### src/rtl/rank_select.sv
// Sliding-window front end for the rank-order tracker: shifts samples into an
// N-deep window, then returns the entry whose tracker rank matches the request.
module rank_select #(
  parameter int data_bits = 8,
  parameter int N         = 7,
  parameter int rank_bits = $clog2(N) + 1
) (
  input  logic                           clk,
  input  logic                           rst,
  input  logic                           in_valid,
  output logic                           in_ready,
  input  logic [data_bits-1:0]           in_data,
  input  logic [rank_bits-1:0]           sel_rank,
  output logic [data_bits-1:0]           trk_new,
  output logic                           trk_en,
  output logic [data_bits*(N-1)-1:0]     trk_s,
  input  logic [rank_bits*N-1:0]         trk_ranks,
  output logic                           out_valid,
  input  logic                           out_ready,
  output logic [data_bits-1:0]           out_data,
  output logic                           out_err
);

  localparam int fill_bits = $clog2(N + 1);
  localparam logic [fill_bits-1:0] fill_full = fill_bits'(N);
  localparam logic [fill_bits-1:0] fill_last = fill_bits'(N - 1);

  logic [data_bits-1:0] window_q [N];
  logic [data_bits-1:0] window_d [N];
  logic [fill_bits-1:0] fill_q, fill_d;
  logic                 pend_q, pend_d;
  logic [rank_bits-1:0] pend_rank_q, pend_rank_d;
  logic                 out_valid_q, out_valid_d;
  logic [data_bits-1:0] out_data_q, out_data_d;
  logic                 out_err_q, out_err_d;

  logic                 accept;
  logic                 qualify;
  logic                 out_free;
  logic                 transfer;
  logic [data_bits-1:0] sel_data;
  logic                 sel_found;

  assign out_free = !out_valid_q || out_ready;
  assign in_ready = !pend_q || out_free;
  assign accept   = in_valid && in_ready;
  assign qualify  = accept && (fill_q >= fill_last);
  assign transfer = pend_q && out_free;

  assign trk_new   = in_data;
  assign trk_en    = accept;
  assign out_valid = out_valid_q;
  assign out_data  = out_data_q;
  assign out_err   = out_err_q;

  // NOTE: every always_comb output gets a default first so no path leaves it
  // unassigned; otherwise synthesis infers a latch.
  always_comb begin
    trk_s = '0;
    for (int i = 0; i < N - 1; i++) begin
      trk_s[i*data_bits +: data_bits] = window_q[i];
    end
  end

  // Lowest index wins on duplicate ranks, i.e. the newest sample.
  always_comb begin
    sel_data  = '0;
    sel_found = 1'b0;
    for (int i = 0; i < N; i++) begin
      if (!sel_found && (trk_ranks[i*rank_bits +: rank_bits] == pend_rank_q)) begin
        sel_found = 1'b1;
        sel_data  = window_q[i];
      end
    end
  end

  always_comb begin
    for (int i = 0; i < N; i++) begin
      window_d[i] = window_q[i];
    end
    fill_d      = fill_q;
    pend_d      = pend_q;
    pend_rank_d = pend_rank_q;
    out_valid_d = out_valid_q;
    out_data_d  = out_data_q;
    out_err_d   = out_err_q;

    if (accept) begin
      window_d[0] = in_data;
      for (int i = 1; i < N; i++) begin
        window_d[i] = window_q[i-1];
      end
      if (fill_q != fill_full) begin
        fill_d = fill_q + fill_bits'(1);
      end
    end

    // A qualifying accept on the same edge as a transfer re-arms pend.
    if (qualify) begin
      pend_d      = 1'b1;
      pend_rank_d = sel_rank;
    end else if (transfer) begin
      pend_d = 1'b0;
    end

    if (transfer) begin
      out_valid_d = 1'b1;
      out_data_d  = sel_data;
      out_err_d   = !sel_found;
    end else if (out_valid_q && out_ready) begin
      out_valid_d = 1'b0;
    end
  end

  // NOTE: sequential state uses non-blocking assignments so every flop
  // samples its pre-edge inputs regardless of statement order.
  always_ff @(posedge clk) begin
    if (rst) begin
      // NOTE: the window is reset deliberately; the tracker is cleared by the
      // same reset and its ranks must describe a known window afterwards.
      for (int i = 0; i < N; i++) begin
        window_q[i] <= '0;
      end
      fill_q      <= '0;
      pend_q      <= 1'b0;
      pend_rank_q <= '0;
      out_valid_q <= 1'b0;
      out_data_q  <= '0;
      out_err_q   <= 1'b0;
    end else begin
      for (int i = 0; i < N; i++) begin
        window_q[i] <= window_d[i];
      end
      fill_q      <= fill_d;
      pend_q      <= pend_d;
      pend_rank_q <= pend_rank_d;
      out_valid_q <= out_valid_d;
      out_data_q  <= out_data_d;
      out_err_q   <= out_err_d;
    end
  end

endmodule

### config.mk
export PLATFORM = sky130hd
export DESIGN_NAME = rank_select
export DESIGN_NICKNAME = d
export VERILOG_FILES = /design/src/rtl/rank_select.sv
export SDC_FILE = /design/constraint.sdc
export NUM_CORES = 1
export LEC_CHECK = 0
export ABC_AREA = 1
export CELL_PAD_IN_SITES_DETAIL_PLACEMENT = 0
export CELL_PAD_IN_SITES_GLOBAL_PLACEMENT = 1
export CORE_MARGIN = 2
export CORE_UTILIZATION = 33
export CTS_CLUSTER_DIAMETER = 150
export DETAILED_ROUTE_END_ITERATION = 6
export HOLD_SLACK_MARGIN = 0.1
export MAX_ROUTING_LAYER = met4
export PLACE_DENSITY_LB_ADDON = 0.05
export SYNTH_ARGS = -nofsm -noshare
export SYNTH_HDL_FRONTEND = slang
export SYNTH_SLANG_ARGS = --single-unit
### constraint.sdc
create_clock -name clk -period 1.9 [get_ports clk]
set_input_delay 0.38 -clock clk [delete_from_list [all_inputs] [get_ports clk]]
set_output_delay 0.38 -clock clk [all_outputs]
set_load 0.02 [all_outputs]
---- Yosys cells after proc, flatten, opt, wreduce, memory -nomap -nowiden ----
Memories as Yosys holds them, arrays and structs flattened.
Cells that the tools add are included.
word-level totals
  flip-flop bits (word level) ............. 18
  RAM bits ................................ 56
  input port bits ......................... 44
  logic and storage cells ................. 77
  memories ................................ 1
cells by class
  $add $sub $neg .......................... 1
  magnitude comparators ................... 1
  equality and inequality tests ........... 8
  mux-type cells .......................... 29
  bitwise gates (word level) .............. 7
  reductions and logical operators ........ 24
memory list
  memory    words  width  rd ports  clocked after Yosys merged registers in  wr ports  RTL line  text
  window_q  7      8      7         0                                        7         28        logic [data_bits-1:0] window_q [N];
operators with widths
  operator             count
  $mux 8               14
  $mux 56              1
  $eq 4x4->1           7
  $mux 1               14
  $logic_and 1x1->1    10
  $logic_not 1->1      9
  $or 1x1->1           7
  $reduce_bool 2->1    2
  $add 3x1->3 const B  1
  $ge 3x3->1 const B   1
  $ne 3x3->1 const B   1
  $logic_or 1x1->1     2
  $reduce_and 2->1     1

---- Longest topological paths before layout ----
Gate-level depths: netlist of run 1.
  depth in word-level cells ............... 21
  mapped depth ............................ 16

---- Worst setup path after synthesis of run 1 ----
OpenSTA, ideal clock, no wires.
  kind .................................... reg2out
  from .................................... register out_valid_q (netlist: out_valid)
  to ...................................... output trk_en
  arrival time ............................ 1530 ps
  required time ........................... 1520 ps
  path slack .............................. -10 ps
  cell stages (with the launch flop) ...... 6
  cell sequence ........................... dfxtp_1 > nand3_1 > nand2_1 > inv_1 > clkbuf_1 > clkbuf_1
on the way
  cells in the longest elaborated chain, start to end .. 4
RTL lines
  element                 RTL line  text
  start, declared         33        logic out_valid_q, out_valid_d;
  start signal, assigned  137       out_valid_q <= out_valid_d;
  $logic_not 1->1         44        assign out_free = !out_valid_q || out_ready;
  $logic_or 1x1->1        44
  $logic_or 1x1->1        45        assign in_ready = !pend_q || out_free;
  named net in_ready      11        output logic in_ready,
  $logic_and 1x1->1       46        assign accept = in_valid && in_ready;
  end, declared           15        output logic trk_en,
The timed path passes the listed nets, and every way through them passes these cells.

---- Worst setup path in the final report of run 1 ----
  from .................................... input in_data[1]
  to ...................................... output trk_new[1]
RTL lines
  element          RTL line  text
  start, declared  12        input logic [data_bits-1:0] in_data,
  end, declared    14        output logic [data_bits-1:0] trk_new,
No word-level cell between the ends.

==> results of run 1 <==
==> registers in the layout, summed over array words and instances (netlist names) <==
name	count
out_err	1
pend_rank_q	4
out_valid	1
pend_q	1
out_data	8
fill_q	3
window_q	56
==> metal layers <==
layer / up-vias / global-route usage, %
met5: - / -
met4: 0 / 5.432
met3: 11 / 3.335
met2: 76 / 29.35
met1: 1632 / 24.76
li1: 1986 / -
==> stage by stage <==
stage | setup TNS (ps) | total power [mW] | hold slack (ps) | setup WS (ps) | util (%)
global route | -4.378 | 4.448 | 485.9 | -4.378 | 49.60
floorplan | 0 | 2.161 | 455.8 | 124.3 | -
CTS | 0 | 4.273 | 466.7 | 47.18 | 48.10
detailed placement | -9282 | 2.535 | 458.6 | -351.1 | 45.15
global placement | -10820 | 2.530 | 450.0 | -365.8 | 45.15
finish | 0 | 4.242 | 463.8 | 61.57 | 49.60
==> worst reg2reg max path: cells and delay by family, from the launching register on <==
kind	cells	cell delay [ps]
flip-flops	1	370
XOR/XNOR	1	150
buffers and inverters	2	370
AO/OA/AOI/OAI	1	120
AND/OR/NAND/NOR	7	710
==> layout by cell type (no fill, tap or decap), drive strengths merged, types with 2 or more instances in the layout <==
master | netlist | routed
nor2 | 109 | 109
nand2 | 107 | 107
clkdlybuf4s50 | 0 | 97
dfxtp | 74 | 74
o21ai | 64 | 64
inv | 53 | 51
a21oi | 49 | 49
buf | 15 | 34
nand3 | 22 | 22
clkbuf | 20 | 14
nand4 | 13 | 13
dlymetal6s2s | 0 | 12
xor2 | 6 | 6
or2 | 5 | 5
xnor2 | 4 | 4
ha | 3 | 3
clkinv | 0 | 2
nor3 | 2 | 2
==> where the power goes <==
part           switching [mW]  internal (mW)  total (mW)  leakage (nW)
clock network           0.622           1.09        1.71         0.147
logic                   0.430          0.386       0.815          1.77
registers              0.0805           1.64        1.72         0.612
==> cell type report <==
type / count / area (um^2)
Fill cell: 1156 / 5705
Multi-Input combinational cell: 385 / 1969
Sequential cell: 74 / 1494
Timing Repair Buffer: 144 / 1460
Clock buffer: 14 / 264.0
Inverter: 53 / 214.0
Tap cell: 143 / 178.9
Clock inverter: 2 / 35.03
==> final timing paths <==
path / from / end / slack (ps)
min reg2reg: out_data[0] / out_data[0] / 460
max reg2reg: pend_rank_q[0] / out_data[4] / 140
min: out_data[0] / out_data[0] / 460
max: in_data[1] / trk_new[1] / 60
==> kinds of logic (layout without fill, tap and decap cells) <==
kind of cell / Yosys count / count (layout) / synth area share [%]
adders and majority gates: 3 / 3 / 0.9899
DFF: 74 / 74 / 39.06
xor gates and xnor gates: 10 / 10 / 2.508
buffers and inverters: 88 / 213 / 11.22
AOI/OAI and AO/OA: 114 / 114 / 15.31
and+or+nand+nor: 258 / 258 / 30.91
==> timing repair <==
item | CTS | global route
gates resized for setup | 4 | 46
buffers inserted | 2 | 4
hold endpoints to repair | 0 | 0
gates cloned | 0 | 0
pin swaps | 0 | 22
setup endpoints to repair | 5 | 8
==> flow_summary.json, run 1 <==
{
  "met3WireLength_um": 389,
  "path_class": "in2out",
  "ir_drop_mv": 0.4073,
  "path_clk_slew_ps": 60,
  "first_pass_iters": 5,
  "stdcell_count": 815,
  "cpMaxStageDelayCell": "clkdlybuf4s50_1",
  "ys_seq_area_share_pct": 39.06,
  "rows": 39,
  "clk-insertion-delay-late_ps": 330,
  "worst-path-stages": 2,
  "synth_edf_count": 0,
  "final_cell_area_um2": 5615,
  "cp_max_fo": 2,
  "core_um2": 11320,
  "cp.buffers_inverters": 2,
  "io_buffers": 111,
  "cts_made_buffers": 9,
  "path_cells": "clkdlybuf4s50_1 -> clkdlybuf4s50_1",
  "p_leak_nw": 2.527,
  "io_pins": 112,
  "finalMaxSlewViolations": 0,
  "rr_worst_depth": 11,
  "cpMostUsedCell": "clkdlybuf4s50_1",
  "grt-ovfl-total": 0,
  "fmax_ghz": 0.5439,
  "netlist_instances": 547,
  "dpl-instance-area_um2": 5111,
  "clock_sinks": 74,
  "die-area_um2": 12370,
  "drt_iter0_drc": 143,
  "synth_area_leader_cell": "dfxtp_1",
  "cts_hold_buf": 0,
  "cts_tree": "built",
  "cp-end-kind": "output port",
  "routed_via_density": 4.546,
  "outcome": "finished clean",
  "syn-cell-area_um2": 3792,
  "synth_flop_cell": "dfxtp_1",
  "critPathMaxStageDelay_ps": 600,
  "grt_pass1_wl_um": 18160,
  "crit_path_start_kind": "input port",
  "slew_headroom_pct": 76.57,
  "postSynthAreaPerCell_um2": 6.933,
  "cts_max_level": 3,
  "drive_above_1_share_pct": 16.07,
  "hold_path.class": "reg2reg",
  "final_nets": 714,
  "antenna_cells": 0,
  "tightest_slew_ps": 350.2,
  "die_w_um": 111.2,
  "crit_family": "buffers and inverters",
  "skew_ps": 5.944,
  "postRouteAntennaNets": 0,
  "synthTopCellsByArea": "dfxtp_1 39%, nand2_1 10%, nor2_1 9.9%",
  "grt_pass1_vias": 3574,
  "yosysUniqueCellTypes": 35,
  "setup-violations-final": 0,
  "min_delay_path_depth": 2,
  "ys_warn_count": 0,
  "fin_crit_sh_pct": 96.76,
  "synth_common_cells": "102 x nand2_1, 100 x nor2_1, 74 x dfxtp_1",
  "powerDensity_nw_per_um2": 755.5,
  "dp_hpwl_um": 8251,
  "highest_layer": "met4",
  "synth_nets": 594,
  "vias": 3705,
  "clockBufferDepth": 2,
  "track_usage_pct": 18.68,
  "grt_max_degree": 36,
  "initial_core_util_pct": 33.50,
  "drc": 0,
  "cp.required_ps": 1520,
  "dp.cells": 793,
  "wire_per_inst_um": 13.47,
  "async_flop_share_pct": 0,
  "cap_viol_max_count": 0,
  "die_y_um": 111.2,
  "dr_wl_met2_um": 5048,
  "area_delta_synth_final_pct": 48.07,
  "hold_violations": 0,
  "clockRootBuffer": "clkbuf_16",
  "antenna_found_initial": 0,
  "routabilityCongestion": 0.7817,
  "synth.most_common_cell": "nand2_1",
  "routed_wl_um": 10980,
  "wl_met1_um": 5418,
  "min_period_ps": 1838,
  "synth_top_cell_area_share_pct": 39.06,
  "cp_data_arrival_time_ps": 1460,
  "synth-seq-cells": 74
}
No activity file was read; power rests on OpenSTA's default activity.
==> run 2: changes to the inputs <==
Settings changed: CAP_MARGIN from default to 20, GPL_ROUTABILITY_DRIVEN from default to 1, PLACE_DENSITY_LB_ADDON 0.05 to 0.1.
==> flow_summary.json, run 2 (synthesized netlist as in run 1, its figures left out) <==
{
  "min_period_ps": 1847,
  "critPathMaxStageDelay_ps": 610,
  "cts_max_level": 3,
  "min_delay_path_depth": 2,
  "cap_viol_max_count": 0,
  "grt_max_degree": 65,
  "cpMaxStageDelayCell": "clkdlybuf4s50_1",
  "grt_pass1_wl_um": 17660,
  "final_nets": 710,
  "clockBufferDepth": 2,
  "regArea_um2": 1494,
  "rows": 39,
  "dp_hpwl_um": 7813,
  "largest_register_ffs": 56,
  "die_w_um": 111.2,
  "cpMostUsedCell": "clkdlybuf4s50_1",
  "path_class": "in2out",
  "grt-ovfl-total": 0,
  "p_leak_nw": 2.496,
  "fmax_ghz": 0.5414,
  "cp_max_fo": 2,
  "cts_tree": "built",
  "drive_above_1_share_pct": 17.32,
  "io_buffers": 111,
  "cp.buffers_inverters": 2,
  "path_clk_slew_ps": 50,
  "initial_core_util_pct": 33.50,
  "crit_path_start_kind": "input port",
  "wire_per_inst_um": 13.41,
  "ir_drop_mv": 0.5009,
  "io_pins": 112,
  "grt_pass1_vias": 3521,
  "area_delta_synth_final_pct": 47.34,
  "clk-insertion-delay-late_ps": 330,
  "cp_data_arrival_time_ps": 1470,
  "hp-start": "out_data[3]",
  "track_usage_pct": 18.17,
  "powerDensity_nw_per_um2": 718.3,
  "hold_path.class": "reg2reg",
  "postRouteAntennaNets": 0,
  "fin_crit_sh_pct": 97.22,
  "finalMaxSlewViolations": 0,
  "worst-path-stages": 2,
  "largest-register": "window_q",
  "path_cells": "clkdlybuf4s50_1 -> clkdlybuf4s50_1",
  "rsz0062_at_grt": "yes",
  "cts_hold_buf": 0,
  "slew_headroom_pct": 65.78,
  "reg2reg_from": "pend_rank_q[2]",
  "cp-end-kind": "output port",
  "fill_cells": 1183,
  "outcome": "finished clean",
  "clock_sinks": 74,
  "routed_via_density": 4.601,
  "cts_made_buffers": 9,
  "power.total_mw": 4.014,
  "skew_ps": 5.346,
  "cp.required_ps": 1520,
  "antenna_cells": 0,
  "min_to": "out_data[3]",
  "antenna_found_initial": 0,
  "tightest_slew_ps": 513.3,
  "hold_violations": 0,
  "r2r_slack_ps": 90,
  "rr_worst_depth": 13,
  "setup-violations-final": 0,
  "die_y_um": 111.2,
  "drc": 0,
  "regToRegEndpoint": "out_data[7]",
  "drt_iter0_drc": 143,
  "multi_input_area_um2": 2004,
  "fin_tns_setup_ps": 0,
  "die-area_um2": 12370,
  "first_pass_iters": 4,
  "routed_wl_um": 10820,
  "vias": 3713,
  "clockRootBuffer": "clkbuf_16",
  "routabilityCongestion": 0.7831,
  "crit_family": "buffers and inverters",
  "layout_common_cells": "97 x clkdlybuf4s50_1, 88 x nor2_1, 85 x nand2_1",
  "core_um2": 11320,
  "mostFrequentLayoutCell": "clkdlybuf4s50_1"
}
-- run 2: cell count changes in the layout (fill, tap and decap cells not counted), moves of 3 or more --
cell	delta
inv_1	-3
nand2_1	-11
buf_6	+3
inv_2	+3
nand2_2	+9
buf_4	-7
-- run 2: metal layers --
layer / wire length, um / GRT usage [%]
met1: 5226 / 24.17
met2: 5068 / 28.13
met3: 433 / 4.538
met4: 95 / 3.951
met5: 0 / -
-- run 2: worst max-delay path by stage --
stage / from / to
3_5_place_dp: trk_ranks[11] / out_data[6]
5_1_grt: pend_rank_q[2] / out_data[5]
2_1_floorplan: out_valid / trk_en
6_report: in_data[3] / trk_new[3]
4_1_cts: trk_ranks[2] / out_data[5]
3_3_place_gp: trk_ranks[11] / out_data[3]
-- run 2: repair_timing --
item / 4_1_cts / 5_1_grt
gates resized for setup: 3 / 67
buffers inserted: 1 / 5
pin swaps: 0 / 27
endpoints found under the setup margin: 4 / 8
gates cloned: 0 / 1
-- run 2: layout make-up --
type,instances,area share (%)
clock inverters,1,0.08957
flip-flops and latches,74,26.74
inverters,53,3.874
well taps,143,3.202
repair buffers,140,25.88
multi-input cells,385,35.87
clock buffers,11,4.344
-- run 2: metrics by stage --
| step | hold WS (ps) | cells | cell area [um^2] | setup WS, ps | utilization (%) |
|---|---|---|---|---|---|
| final | 462.1 | 807 | 5588 | 52.86 | 49.36 |
| after CTS | 465.7 | 801 | 5334 | 24.18 | 47.12 |
| after global placement | 452.4 | 788 | 5061 | -325.4 | 44.71 |
| after global routing | 475.3 | 807 | 5588 | -37.54 | 49.36 |
| after detailed placement | 457.3 | 788 | 5061 | -357.3 | 44.71 |
| after floorplan | 455.8 | 547 | 3794 | 124.3 | - |
-- run 2: power breakdown --
group | internal (mW) | leakage (nW) | switching [mW]
clock | 0.887 | 0.123 | 0.595
sequential | 1.64 | 0.612 | 0.0791
combinational | 0.381 | 1.76 | 0.433
total | 2.91 | 2.50 | 1.11
==> run 3: changes to the inputs <==
Settings changed: SETUP_SLACK_MARGIN from default to 0.3.
==> flow_summary.json, run 3 (synthesized netlist as in run 1, its figures left out) <==
{
  "fmax_ghz": 0.5728,
  "routed_wl_um": 11210,
  "setup-violations-final": 0,
  "layout_common_cells": "81 x nor2_1, 79 x dlygate4sd2_1, 73 x nand2_1",
  "routabilityCongestion": 0.8158,
  "skew_ps": 5.010,
  "first_pass_iters": 4,
  "p_leak_nw": 2.742,
  "drive_above_1_share_pct": 24.12,
  "crit_path_start_kind": "input port",
  "die_w_um": 111.2,
  "hp-start": "out_data[2]",
  "largest-register": "window_q",
  "cts_hold_buf": 0,
  "outcome": "finished clean",
  "tightest_slew_ps": 338.0,
  "rr_worst_depth": 12,
  "crit_start": "trk_ranks[15]",
  "vias": 3791,
  "rsz0062_at_grt": "yes",
  "power.total_mw": 4.268,
  "cp-end-kind": "flip-flop",
  "min_delay_path_depth": 2,
  "regToRegEndpoint": "out_data[0]",
  "grt-ovfl-total": 0,
  "utilization_pct": 50.96,
  "cts_max_level": 3,
  "min_to": "out_data[2]",
  "cts_made_buffers": 9,
  "postRouteAntennaNets": 0,
  "path_class": "in2reg",
  "finalMaxSlewViolations": 0,
  "powerDensity_nw_per_um2": 739.7,
  "area_delta_synth_final_pct": 52.13,
  "hold_path.class": "reg2reg",
  "setup_ws_ps": 154.3,
  "r2r_slack_ps": 160,
  "reg2reg_from": "pend_rank_q[3]",
  "cp_data_arrival_time_ps": 1970,
  "final_nets": 723,
  "antenna_found_initial": 0,
  "clk-insertion-delay-late_ps": 330,
  "initial_core_util_pct": 33.50,
  "slew_headroom_pct": 77.39,
  "core_um2": 11320,
  "die_y_um": 111.2,
  "drc": 0,
  "cp.required_ps": 2120,
  "grt_pass1_wl_um": 18550,
  "clockBufferDepth": 2,
  "grt_pass1_vias": 3715,
  "antenna_cells": 0,
  "clock_sinks": 74,
  "min_period_ps": 1746,
  "hold_violations": 0,
  "cts_tree": "built",
  "drt_iter0_drc": 189,
  "routed_via_density": 4.606,
  "io_buffers": 111,
  "clockRootBuffer": "clkbuf_16",
  "io_pins": 112,
  "mostFrequentLayoutCell": "nor2_1",
  "dp_hpwl_um": 8131,
  "cp_max_fo": 8,
  "track_usage_pct": 19.06,
  "die-area_um2": 12370,
  "fin_tns_setup_ps": 0,
  "largest_register_ffs": 56,
  "cap_viol_max_count": 0,
  "grt_max_degree": 28,
  "path_clk_slew_ps": 60,
  "pre_cts_ws_ps": -346.1,
  "ir_drop_mv": 0.4628,
  "wire_per_inst_um": 13.62,
  "rows": 39,
  "fin_crit_sh_pct": 91.88
}
-- run 3: cell count changes in the layout (fill, tap and decap cells not counted), sizes merged --
cell	delta
buf	+13
bufinv	+1
dlygate4sd2	+78
dlymetal6s2s	-11
nand4	+1
clkbuf	+3
clkdlybuf4s50	-69
-- run 3: final cells by class --
type / count / area, um^2
Clock buffer: 13 / 270.3
Clock inverter: 2 / 35.03
Fill cell: 1169 / 5552
Inverter: 53 / 225.2
Multi-Input combinational cell: 386 / 2176
Sequential cell: 74 / 1498
Tap cell: 143 / 178.9
Timing Repair Buffer: 152 / 1386
-- run 3: how the worst max path moves through the flow --
stage / to / slack, ps / cells after the start
floorplan: out_data[4] / 310 / 14
global placement: out_data[5] / -320 / 15
detailed placement: out_data[4] / -350 / 13
CTS: out_data[4] / 140 / 13
global route: out_data[0] / 30 / 13
finish: out_data[0] / 150 / 13
-- run 3: per-stage QoR --
stage / area [um^2] / hold slack (ps) / cells
after detailed placement: 5080 / 461.1 / 791
after floorplan: 3812 / 455.8 / 547
final: 5769 / 462.6 / 823
after global placement: 5080 / 451.1 / 791
after CTS: 5524 / 466.8 / 817
after global routing: 5769 / 493.2 / 823
-- run 3: layer usage --
| layer | track usage (%) | up-vias | part of all wire [%] |
|---|---|---|---|
| met5 | - | - | 0 |
| met4 | 4.362 | 0 | 0.97 |
| li1 | - | 2005 | - |
| met3 | 4.593 | 8 | 3.6 |
| met2 | 30.65 | 73 | 47 |
| met1 | 24.45 | 1705 | 48 |
-- run 3: worst max-delay path: stages --
cell and delay [ps]:
clkdlybuf4s50_1 470, inv_1 40, nand2_1 60, nand4_2 150
nor2_4 220, nor2_8 80, buf_12 130, nand2_8 90
nor2_2 50, nor2_2 100, nand2_1 80, nand2_1 70
a21oi_1 50
-- run 3: repair_timing --
action                                  CTS  global route
cloned                                    2             0
pin swaps                                26            57
setup buffers                             9             6
endpoints found under the setup margin  116            18
gates resized for setup                 123            67
-- run 3: power breakdown --
| part | switching [mW] | internal [mW] | leakage, nW | total (mW) |
|---|---|---|---|---|
| combinational | 0.464 | 0.348 | 1.98 | 0.812 |
| clock | 0.630 | 1.11 | 0.152 | 1.74 |
| sequential | 0.0753 | 1.64 | 0.613 | 1.71 |
| total | 1.17 | 3.10 | 2.74 | 4.27 |
